===== src/rtl/sevenseg_capture.sv =====
// sevenseg_capture: readback monitor for the multiplexed four-digit
// seven-segment bus. It waits for each digit slot to settle, decodes the
// segment pattern and publishes a complete frame d1..d4 atomically. It flags
// malformed patterns and out-of-order scanning on err.
module sevenseg_capture #(
  parameter int unsigned STABLE_CYCLES = 16
) (
  input  logic       clk,
  input  logic       clr,
  input  logic [3:0] an,
  input  logic [6:0] seg,
  output logic [3:0] d1,
  output logic [3:0] d2,
  output logic [3:0] d3,
  output logic [3:0] d4,
  output logic       frame_valid,
  output logic       err
);

  // Counter value one edge before it reaches STABLE_CYCLES-1; the accept
  // strobe is registered on the edge that performs that final increment.
  localparam logic [15:0] ACC_CNT = 16'(STABLE_CYCLES - 2);

  typedef enum logic [1:0] {EXP_L, EXP_ML, EXP_MR, EXP_R} state_t;

  // {valid, digit} for an active-low abcdefg pattern.
  function automatic logic [4:0] seg_decode(input logic [6:0] s);
    case (s)
      7'b0000001: seg_decode = 5'h10;
      7'b1001111: seg_decode = 5'h11;
      7'b0010010: seg_decode = 5'h12;
      7'b0000110: seg_decode = 5'h13;
      7'b1001100: seg_decode = 5'h14;
      7'b0100100: seg_decode = 5'h15;
      7'b0100000: seg_decode = 5'h16;
      7'b0001111: seg_decode = 5'h17;
      7'b0000000: seg_decode = 5'h18;
      7'b0000100: seg_decode = 5'h19;
      default:    seg_decode = 5'h00;
    endcase
  endfunction

  // {one_hot_low, slot index} with LEFT = 0 ... RIGHT = 3.
  function automatic logic [2:0] slot_decode(input logic [3:0] a);
    case (a)
      4'b0111: slot_decode = 3'b100;
      4'b1011: slot_decode = 3'b101;
      4'b1101: slot_decode = 3'b110;
      4'b1110: slot_decode = 3'b111;
      default: slot_decode = 3'b000;
    endcase
  endfunction

  logic [3:0]  an_p0;
  logic [6:0]  seg_p0;
  logic [15:0] cnt_p0;
  logic        vld_p1;
  logic        chg;
  logic [4:0]  pat_p1;
  logic [2:0]  slot_p1;
  logic        pat_ok;
  logic [3:0]  digit;
  logic        slot_ok;
  logic [1:0]  slot;

  state_t state, state_nx;
  logic   ld1, ld2, ld3, ld_frm, err_nx;
  logic [3:0] s1, s2, s3;

  assign chg     = ({an, seg} != {an_p0, seg_p0});
  assign pat_p1  = seg_decode(seg_p0);
  assign slot_p1 = slot_decode(an_p0);
  assign pat_ok  = pat_p1[4];
  assign digit   = pat_p1[3:0];
  assign slot_ok = slot_p1[2];
  assign slot    = slot_p1[1:0];

  // ---- stage p0: input capture and stability counting ----
  // Register the bus and count consecutive identical samples (saturating).
  always_ff @(posedge clk or posedge clr) begin
    if (clr) begin
      an_p0  <= 4'b1111;
      seg_p0 <= 7'b1111111;
      cnt_p0 <= 16'd0;
      vld_p1 <= 1'b0;
    end else begin
      an_p0  <= an;
      seg_p0 <= seg;
      if (chg)
        cnt_p0 <= 16'd0;
      else if (cnt_p0 != 16'hFFFF)
        cnt_p0 <= cnt_p0 + 16'd1;
      vld_p1 <= !chg && (cnt_p0 == ACC_CNT);
    end
  end

  // ---- stage p1: slot sequencing on each accept ----
  // Scan-order state register.
  always_ff @(posedge clk or posedge clr) begin
    if (clr) state <= EXP_L;
    else     state <= state_nx;
  end

  // Classify the accepted slot and decide loads, completion and errors.
  always_comb begin
    state_nx = state;
    ld1      = 1'b0;
    ld2      = 1'b0;
    ld3      = 1'b0;
    ld_frm   = 1'b0;
    err_nx   = 1'b0;
    if (vld_p1) begin
      if (slot_ok) begin
        if (state_t'(slot) == state) begin
          if (pat_ok) begin
            case (state)
              EXP_L:   begin ld1 = 1'b1;    state_nx = EXP_ML; end
              EXP_ML:  begin ld2 = 1'b1;    state_nx = EXP_MR; end
              EXP_MR:  begin ld3 = 1'b1;    state_nx = EXP_R;  end
              default: begin ld_frm = 1'b1; state_nx = EXP_L;  end
            endcase
          end else begin
            err_nx   = 1'b1;
            state_nx = EXP_L;
          end
        end else begin
          // Out-of-order slot; a clean LEFT restarts the frame right away.
          err_nx = 1'b1;
          if (slot == 2'd0 && pat_ok) begin
            ld1      = 1'b1;
            state_nx = EXP_ML;
          end else begin
            state_nx = EXP_L;
          end
        end
      end else if (an_p0 != 4'b1111 && an_p0 != 4'b0000) begin
        err_nx   = 1'b1;
        state_nx = EXP_L;
      end
    end
  end

  // ---- stage p2: shadow digits, published frame and status pulses ----
  // Shadows collect a partial frame; d1..d4 move only on completion.
  always_ff @(posedge clk or posedge clr) begin
    if (clr) begin
      s1          <= 4'd0;
      s2          <= 4'd0;
      s3          <= 4'd0;
      d1          <= 4'd0;
      d2          <= 4'd0;
      d3          <= 4'd0;
      d4          <= 4'd0;
      frame_valid <= 1'b0;
      err         <= 1'b0;
    end else begin
      if (ld1) s1 <= digit;
      if (ld2) s2 <= digit;
      if (ld3) s3 <= digit;
      if (ld_frm) begin
        d1 <= s1;
        d2 <= s2;
        d3 <= s3;
        d4 <= digit;
      end
      frame_valid <= ld_frm;
      err         <= err_nx;
    end
  end

endmodule


===== config.mk =====
export PLATFORM = sky130hd
export DESIGN_NAME = sevenseg_capture
export DESIGN_NICKNAME = d
export VERILOG_FILES = /design/src/rtl/sevenseg_capture.sv
export SDC_FILE = /design/constraint.sdc
export NUM_CORES = 1
export LEC_CHECK = 0
export ABC_AREA = 1
export BUFFER_PORTS_ARGS = -buffer_cell sky130_fd_sc_hd__buf_2
export CAP_MARGIN = 30
export CORE_UTILIZATION = 62
export CTS_CLUSTER_DIAMETER = 200
export DETAILED_ROUTE_END_ITERATION = 12
export GPL_TIMING_DRIVEN = 0
export PLACE_DENSITY = 0.82
export SKIP_LAST_GASP = 1
export SLEW_MARGIN = 15
export SYNTH_ARGS = -nofsm -noshare
export SYNTH_HDL_FRONTEND = slang
export SYNTH_SLANG_ARGS = --single-unit

===== constraint.sdc =====
create_clock -name clk -period 4.81 [get_ports clk]
set_input_delay 0.481 -clock clk [delete_from_list [all_inputs] [get_ports clk]]
set_output_delay 0.481 -clock clk [all_outputs]
set_load 0.005 [all_outputs]

==> results of run 1 <==
==> through the flow <==
stage	instance area, µm²	utilization (%)
floorplan	3087	-
global placement	3321	69.84
detailed placement	3323	69.89
CTS	3507	73.76
global route	3507	73.76
finish	3507	73.76
==> sequential cells by signal (all words and copies together), names as in the netlist <==
| register | count |
|---|---|
| cnt_p0 | 16 |
| seg_p0 | 7 |
| an_p0 | 4 |
| d1 | 4 |
| d2 | 4 |
| d3 | 4 |
| d4 | 4 |
| s1 | 4 |
| s2 | 4 |
| s3 | 4 |
| state | 2 |
| err | 1 |
| frame_valid | 1 |
| vld_p1 | 1 |
==> layer usage <==
layer	vias up	part of all wire [%]	GRT usage (%)
li1	1207	-	-
met1	1049	48	28.68
met2	50	46	37.59
met3	8	4.2	6.667
met4	0	1.5	10.89
met5	-	0	0
==> cells by family (layout without fill, tap and decap cells) <==
kind of cell / after synthesis / in the layout / share of synthesized area [%]
and+or+nand+nor: 167 / 167 / 25.90
xor gates and xnor gates: 16 / 16 / 4.540
buffers and inverters: 53 / 98 / 7.296
DFF: 60 / 60 / 49.09
adders and majority gates: 6 / 6 / 2.432
AOI/OAI and AO/OA: 47 / 47 / 10.74
==> path summary, 6_finish.rpt <==
path / startpoint / end / slack, ns / cells after the start
setup / recovery: an_p0[2] / d4[0] / 2.73 / 12
hold / removal: an[0] / an_p0[0] / 0.26 / 1
setup reg to reg: an_p0[2] / d4[0] / 2.73 / 12
hold reg to reg: s1[2] / s1[2] / 0.47 / 2
max in group asynchronous: clr / d4[1] / 4.08 / 2
min in group asynchronous: clr / cnt_p0[14] / 0.27 / 2
==> area by class of cell <==
| cell class | instances | area, µm² |
|---|---|---|
| sequential | 60 | 1515 |
| multi-input combinational | 236 | 1346 |
| fill | 380 | 1247 |
| inverter | 49 | 186.4 |
| timing repair buffer | 30 | 150.1 |
| clock buffer | 13 | 148.9 |
| tap | 67 | 83.83 |
| buffer | 4 | 41.29 |
| clock inverter | 2 | 35.03 |
==> cell usage in the layout, fill, tap and decap left out, types with 11 or more instances in the layout <==
master   synthesis  layout
nand2_1         76      76
buf_2            0      30
nand2_2         11      11
nor3_1          11      11
dfrtp_1         49      49
dfstp_2         11      11
inv_1           43      42
nor2_1          30      30
nand3_1         14      14
o21ai_2         16      16
==> power by group through the flow <==
| stage | sequential, W | clock, W | combinational, W |
|---|---|---|---|
| after CTS | 0.000519 | 0.000439 | 0.0000529 |
| after floorplan | 0.000527 | 0 | 0.0000379 |
| after global placement | 0.000528 | 0 | 0.0000505 |
| after global routing | 0.000520 | 0.000459 | 0.0000600 |
| final | 0.000520 | 0.000430 | 0.0000522 |
| after detailed placement | 0.000528 | 0 | 0.0000520 |
==> worst max-delay path, cell delays in order, from the launching register on <==
cell and delay, ns:
dfstp_2 0.52, buf_4 0.13, inv_1 0.04, nand2_1 0.06
nand4_1 0.20, xor2_1 0.25, nor2_4 0.19, nand2_4 0.08
nor2_4 0.10, nand2_4 0.08, buf_6 0.16, nand2_1 0.08
o21ai_2 0.05
==> run metrics, run 1 <==
status finished clean; setup repair bufs after CTS 0; CP arrival 2.28 ns; ANT nets after route 0; Seq cells post-synth 60; post-synthesis cell type count 32; via count of the routed design 2,314; top_reg_cell synth dfrtp_1; Internal Power 0.0007816 W; DR iter-0 viols 161; Final Instance Count excl. Fillers 461; vias in the first global route 2,164; FP Rows 25; routed len/inst 11.74 µm; final hold vios 0; Clk pin slew, worst setup/hold paths 0.06 ns; Gate Count Post-Synth 349; CP Class flip-flop to flip-flop; leading area contributor after synthesis dfrtp_1; vias per inst 5.020; Synth warnings 0; Psw 0.0002201 W; fin. max-slew vios 0; Final Skew 0.006235 ns; worst-path fanout max 10; layout cell share with drive strength beyond 1 26.14%; fin crit period 2.076 ns; DP Wirelength 3721 µm; largest net degree at the start of global routing 61; WL final 5411 µm; startpoint types flip-flop; mapped cell area 3087 µm²; total power 0.001002 W; Combinational Power Share 5.2%; core area 4755 µm²; grt ovf 0; Fin Hold WS 0.2587 ns; CP required 5.01 ns; Seq pwr share 51.9%; nets 409; TritonRoute pass-1 iters 4; static leakage 1.739 nW; pre-CTS WS 2.801 ns; global-route wire length before repair 9073 µm; FMAX 0.4816 GHz; post-synth top area share 39.72%; Switching Share 21.98%; max cap viols 0; CTS tree yes; CTS max path bufs 2; Clk pwr share 42.9%; die area 5265 µm²; post_cts resized 0; Synth async-reset ratio 100.0%; largest cells by area after synthesis dfrtp_1 40%, dfstp_2 9.4%, nand2_1 9.2%, inv_1 5.2%, o21ai_2 4.5%; setup violators final 0; worst skew pair latency 0.33 ns; I/O pin cnt 31; RSZ-0062 raised after global routing no; Seq/Total Area, Yosys 49.09%; Post-synth top cells 76 x nand2_1, 49 x dfrtp_1, 43 x inv_1, 30 x nor2_1, 16 x o21ai_2; Inserted Diodes 0; CTS root buffer clkbuf_8; routability cong. 0.8536; residual DRC count 0; Rel. slew slack 52.94%; Crit. End Element flip-flop; initial antenna violation count 0; setup ws final 2.734 ns; Post-CTS Hold Buffers 0; Die W 72.56 µm; Initial Utilization 64.92%; Mapped Nets 368; die height 72.56 µm; count leader, synth nand2_1; Area Overhead vs Synth 13.62%; # port buffers 30; All-Layer GR Usage 23.18%; syn avg cell area 8.844 µm²; total CTS buffers 9; Worst VDD drop 0.0002468 V; PwrDens 285.6 nW/µm²; H-tree Lvls 3; EDFF count, synth 0; worst hold path type input port to flip-flop; Slew @ Worst Pin 0.7058 ns; Sink Count 60; dpl cells 446; Final Cycle Share 43.17%; TNS Setup 0 ns
Note: power is estimated with default switching activity, not from simulation.
==> run 2, diff against run 1 <==
ABC_AREA = 0   (was 1)
CORE_UTILIZATION = 53   (was 62)
PLACE_DENSITY = 0.75   (was 0.82)
clock period = 1.7 ns   (was 4.81 ns; I/O delays follow)
==> run metrics, run 2 <==
global-route wire length before repair 11,330 µm; Gate Count Post-Synth 259; status finished with violations; Mapped Nets 278; Slew @ Worst Pin 0.7241 ns; mapped cell area 2999 µm²; worst-path fanout max 5; Hold Crit Depth 2; Area Overhead vs Synth 40.18%; routed len/inst 16.95 µm; post-synth top area share 40.88%; Synth warnings 0; PwrDens 738.0 nW/µm²; Core Util, Final 76.82%; WL final 7117 µm; Die W 77.23 µm; H-tree Lvls 3; CP arrival 2.49 ns; I/O pin cnt 31; DR iter-0 viols 109; largest net degree at the start of global routing 61; Synth Area in XOR/XNOR 7.009%; vias per inst 5.657; pre-CTS WS -0.7895 ns; Initial Utilization 54.80%; Crit. End Element flip-flop; Internal Power 0.002412 W; DP Wirelength 3724 µm; die area 5964 µm²; CTS max path bufs 2; R2R depth 7; static leakage 1.960 nW; Clk pin slew, worst setup/hold paths 0.07 ns; worst skew pair latency 0.35 ns; largest registers cnt_p0 x16, seg_p0 x7; count leader, synth dfrtp_1; post-synthesis cell type count 51; total CTS buffers 9; CP Class flip-flop to flip-flop; # port buffers 30; nets 362; syn avg cell area 11.58 µm²; Seq/Total Area, Yosys 50.52%; routability cong. 0.8627; max FFs per register 16; fin. max-slew vios 0; mux cell area share after synthesis 12.10%; FP Rows 27; main combinational cell family by area after synthesis simple AND/OR/NAND/NOR gates; commonest non-fill, non-tap cell in the layout dfrtp_1; Final Instance Count excl. Fillers 420; setup violators final 47; layout cell share with drive strength beyond 1 47.70%; Final Skew 0.008072 ns; simple-gate share of the synthesized area 16.02%; ANT nets after route 0; via count of the routed design 2,376; RSZ-0062 raised after global routing yes; fraction of the mapped netlist area in adder cells 2.503%; Inserted Diodes 0; Switching Share 22.27%; fin crit period 2.256 ns; initial antenna violation count 0; Top reg by flops cnt_p0; Psw 0.0006909 W; Sink Count 60; final hold vios 0; core area 5473 µm²; CTS tree yes; Rel. slew slack 51.73%; leading area contributor after synthesis dfrtp_1; EDFF count, synth 0; dpl cells 361; Clk pwr share 45.8%; most frequent cells in the layout 48 x dfrtp_1, 30 x buf_2, 27 x buf_4; max cap viols 0; Seq cells post-synth 60; top_reg_cell synth dfrtp_1; FMAX 0.4433 GHz; All-Layer GR Usage 24.75%; Combinational Power Share 6.6%; vias in the first global route 2,367; Seq pwr share 47.6%; Worst VDD drop 0.0004963 V; CP required 1.93 ns; worst hold path type input port to flip-flop; setup ws final -0.5556 ns; CTS root buffer clkbuf_8; die height 77.23 µm; residual DRC count 0; total power 0.003103 W; Compound-Gate Fraction of Synth Area 8.636%; largest cells by area after synthesis dfrtp_1 41%, dfstp_2 9.6%, mux2_2 6.8%, xor2_1 6.1%, mux2_4 5.0%; Synth async-reset ratio 100.0%; TritonRoute pass-1 iters 4; failing checks setup timing; startpoint types flip-flop; Final Cycle Share 132.7%; grt ovf 0; Post-synth top cells 49 x dfrtp_1, 21 x xor2_1, 18 x mux2_2, 17 x nor2_1, 15 x nand2_1
## run 2: cell types whose count changed in the layout (fill, tap and decap cells not counted), moves of 7 or more
cell and delta:
nand2_1 -66, inv_1 -36, buf_4 +26, nor2_1 -17, o21ai_2 -16, mux2_4 +15, mux2_2 +13, dlygate4sd3_1 +12
xor2_1 +10, buf_6 +9, nand2_2 -8, nand3_1 -8, o21ai_1 -7
## run 2: metrics by stage
stage / hold WS [ns] / instance area, µm² / setup TNS, ns
after detailed placement: 0.2931 / 3301 / -26.40
after CTS: 0.4689 / 4004 / -19.18
after floorplan: 0.1745 / 3058 / -15.58
after global placement: 0.2919 / 3298 / -57.51
after global routing: 0.4795 / 4204 / -20.35
final: 0.4876 / 4204 / -16.67
## run 2: final timing paths
check	from	endpoint	slack (ns)
worst max-delay path	seg_p0[6]	d1[0]	-0.56
min in group asynchronous	clr	cnt_p0[7]	0.51
worst max register to register	seg_p0[6]	d1[0]	-0.56
worst min-delay path	an[1]	an_p0[1]	0.49
worst min register to register	s2[0]	d2[0]	0.50
max in group asynchronous	clr	cnt_p0[6]	0.69
## run 2: timing repair
item,4_1_cts,5_1_grt
endpoints found under the setup margin,49,49
resized for setup,40,32
hold endpoints to repair,60,0
cloned,1,1
hold buffers,12,0
pin swaps,14,20
setup buffers,28,12
## run 2: cell type report
type                            count  area [µm²]
Buffer                              5       65.06
Tap cell                           72       90.09
Fill cell                         339        1269
Clock buffer                       12       145.1
Multi-Input combinational cell    179        1640
Inverter                            7       28.78
Timing Repair Buffer               81       645.6
Clock inverter                      4       72.57
Sequential cell                    60        1516
## run 2: kinds of logic after synthesis
group           after synthesis
compound gates               33
xor+xnor                     24
fa+ha+maj                     6
buf+inv                      20
flops                        60
mux                          29
simple gates                 87
## run 2: layer usage
metal | GRT usage [%] | part of all wire (%) | vias up
met5 | 0 | 0 | -
met4 | 11.51 | 2.5 | 0
met3 | 6.429 | 4.5 | 19
met2 | 39.56 | 50 | 74
met1 | 31.26 | 43 | 1181
li1 | - | - | 1102
## run 2: critical path, stage by stage, from the launching register on
cell and delay, ns:
dfstp_2 0.53, or3b_1 0.34, a211o_1 0.30, a21oi_4 0.16, o311a_4 0.21, nand3_4 0.15
buf_12 0.18, mux2_4 0.29
## run 2: power by group through the flow
stage               combinational, W  sequential (W)  clock [W]
global placement            0.000160         0.00148          0
global route                0.000223         0.00148    0.00150
finish                      0.000204         0.00148    0.00142
detailed placement          0.000165         0.00148          0
CTS                         0.000188         0.00147    0.00145
floorplan                   0.000118         0.00148          0
==> run 3, diff against run 2 <==
SETUP_SLACK_MARGIN = 0.5   (was unset)
==> run metrics, run 3 (same netlist as run 2, synthesis figures left out) <==
fin. max-slew vios 0; layout cell share with drive strength beyond 1 48.88%; fillers 336; CTS max path bufs 2; Sink Count 60; Final Cycle Share 140.6%; most frequent cells in the layout 48 x dfrtp_1, 32 x buf_2, 26 x buf_4; largest net degree at the start of global routing 37; Crit. End Element flip-flop; worst skew pair latency 0.34 ns; routed len/inst 16.43 µm; commonest non-fill, non-tap cell in the layout dfrtp_1; routability cong. 0.8374; DR iter-0 viols 138; footprint of the multi-input gates 1643 µm²; die height 77.23 µm; Top reg by flops cnt_p0; setup ws final -0.6905 ns; WL final 7031 µm; static leakage 1.951 nW; startpoint types flip-flop; vias in the first global route 2,286; TritonRoute pass-1 iters 4; nets 371; FP Rows 27; CP arrival 2.62 ns; Slew @ Worst Pin 0.6941 ns; worst-path fanout max 5; Rel. slew slack 53.14%; CP required 1.93 ns; die area 5964 µm²; Worst VDD drop 0.0006708 V; Die W 77.23 µm; worst hold path type input port to async pin; PwrDens 671.8 nW/µm²; total power 0.002844 W; CP Class flip-flop to flip-flop; Initial Utilization 54.80%; initial antenna violation count 0; final hold vios 0; status finished with violations; Reg area 1516 µm²; Final Cell Area 4233 µm²; Cell Area, Placed 3374 µm²; setup violators final 48; vias per inst 5.575; CTS root buffer clkbuf_8; residual DRC count 0; total CTS buffers 9; failing checks setup timing; grt ovf 0; Inserted Diodes 0; I/O pin cnt 31; H-tree Lvls 3; max FFs per register 16; RSZ-0062 raised after global routing yes; largest registers cnt_p0 x16, seg_p0 x7; All-Layer GR Usage 23.40%; # port buffers 30; FMAX 0.4183 GHz; max cap viols 0; via count of the routed design 2,386; core area 5473 µm²; fin crit period 2.390 ns; Clk pin slew, worst setup/hold paths 0.07 ns; global-route wire length before repair 10,760 µm; Area Overhead vs Synth 41.13%; ANT nets after route 0; DP Wirelength 3932 µm; Final Skew 0.006692 ns; CTS tree yes
run 3: per-stage QoR:
stage                     std cells  hold WS [ns]  setup TNS [ns]  utilization [%]  worst slack [ns]
after global routing            428        0.4619          -25.33            77.34           -0.7369
final                           428        0.4338          -22.57            77.34           -0.6905
after detailed placement        362        0.2554          -24.85            61.66           -0.8137
after global placement          361        0.2925          -23.38            61.29           -0.7883
after floorplan                 259        0.1745          -15.72                -           -0.6205
after CTS                       417        0.4395          -21.56            74.19           -0.6893
run 3: per-layer routing:
layer  vias up  share of wire (%)  GRT usage (%)
met5         -                  0              0
met4         0                3.1          13.02
met3        22                5.4          3.690
met2        94                 48          36.90
met1      1146                 43          30.73
li1       1124                  -              -
run 3: cell type report:
cell class,count,area share [%]
Buffer,13,3.163
Multi-Input combinational cell,179,38.81
Tap cell,72,2.128
Inverter,7,0.7094
Sequential cell,60,35.83
Timing Repair Buffer,82,15.19
Clock inverter,4,0.5912
Clock buffer,11,3.577
run 3: worst paths after layout:
check	startpoint	to	slack, ns	cells after the start
worst max-delay path	seg_p0[6]	s2[0]	-0.69	9
worst min-delay path	clr	cnt_p0[15]	0.43	3
worst max register to register	seg_p0[6]	s2[0]	-0.69	9
worst min register to register	d4[1]	d4[1]	0.50	1
max in group asynchronous	clr	an_p0[0]	0.67	4
min in group clk	an[0]	cnt_p0[1]	0.44	6
run 3: timing repair:
action / in CTS / in global routing
resized for setup: 36 / 24
gates cloned: 1 / 0
hold buffers: 12 / 0
hold endpoints to repair: 25 / 0
setup buffers: 27 / 11
pin swaps: 15 / 14
setup endpoints to repair: 49 / 49
run 3: critical path, cell delays in order, from the launching register on:
cell       delay [ns]
dfstp_2          0.53
buf_6            0.10
buf_4            0.12
nor3_1           0.08
o2111ai_1        0.27
nand2_1          0.14
o311a_4          0.44
buf_4            0.16
nand3_4          0.10
mux2_2           0.34
run 3: power by group:
group	internal [W]	total, W	switching, W
clock	0.000594	0.00115	0.000559
sequential	0.00145	0.00146	0.00000580
combinational	0.000104	0.000233	0.000129
total	0.00215	0.00284	0.000694
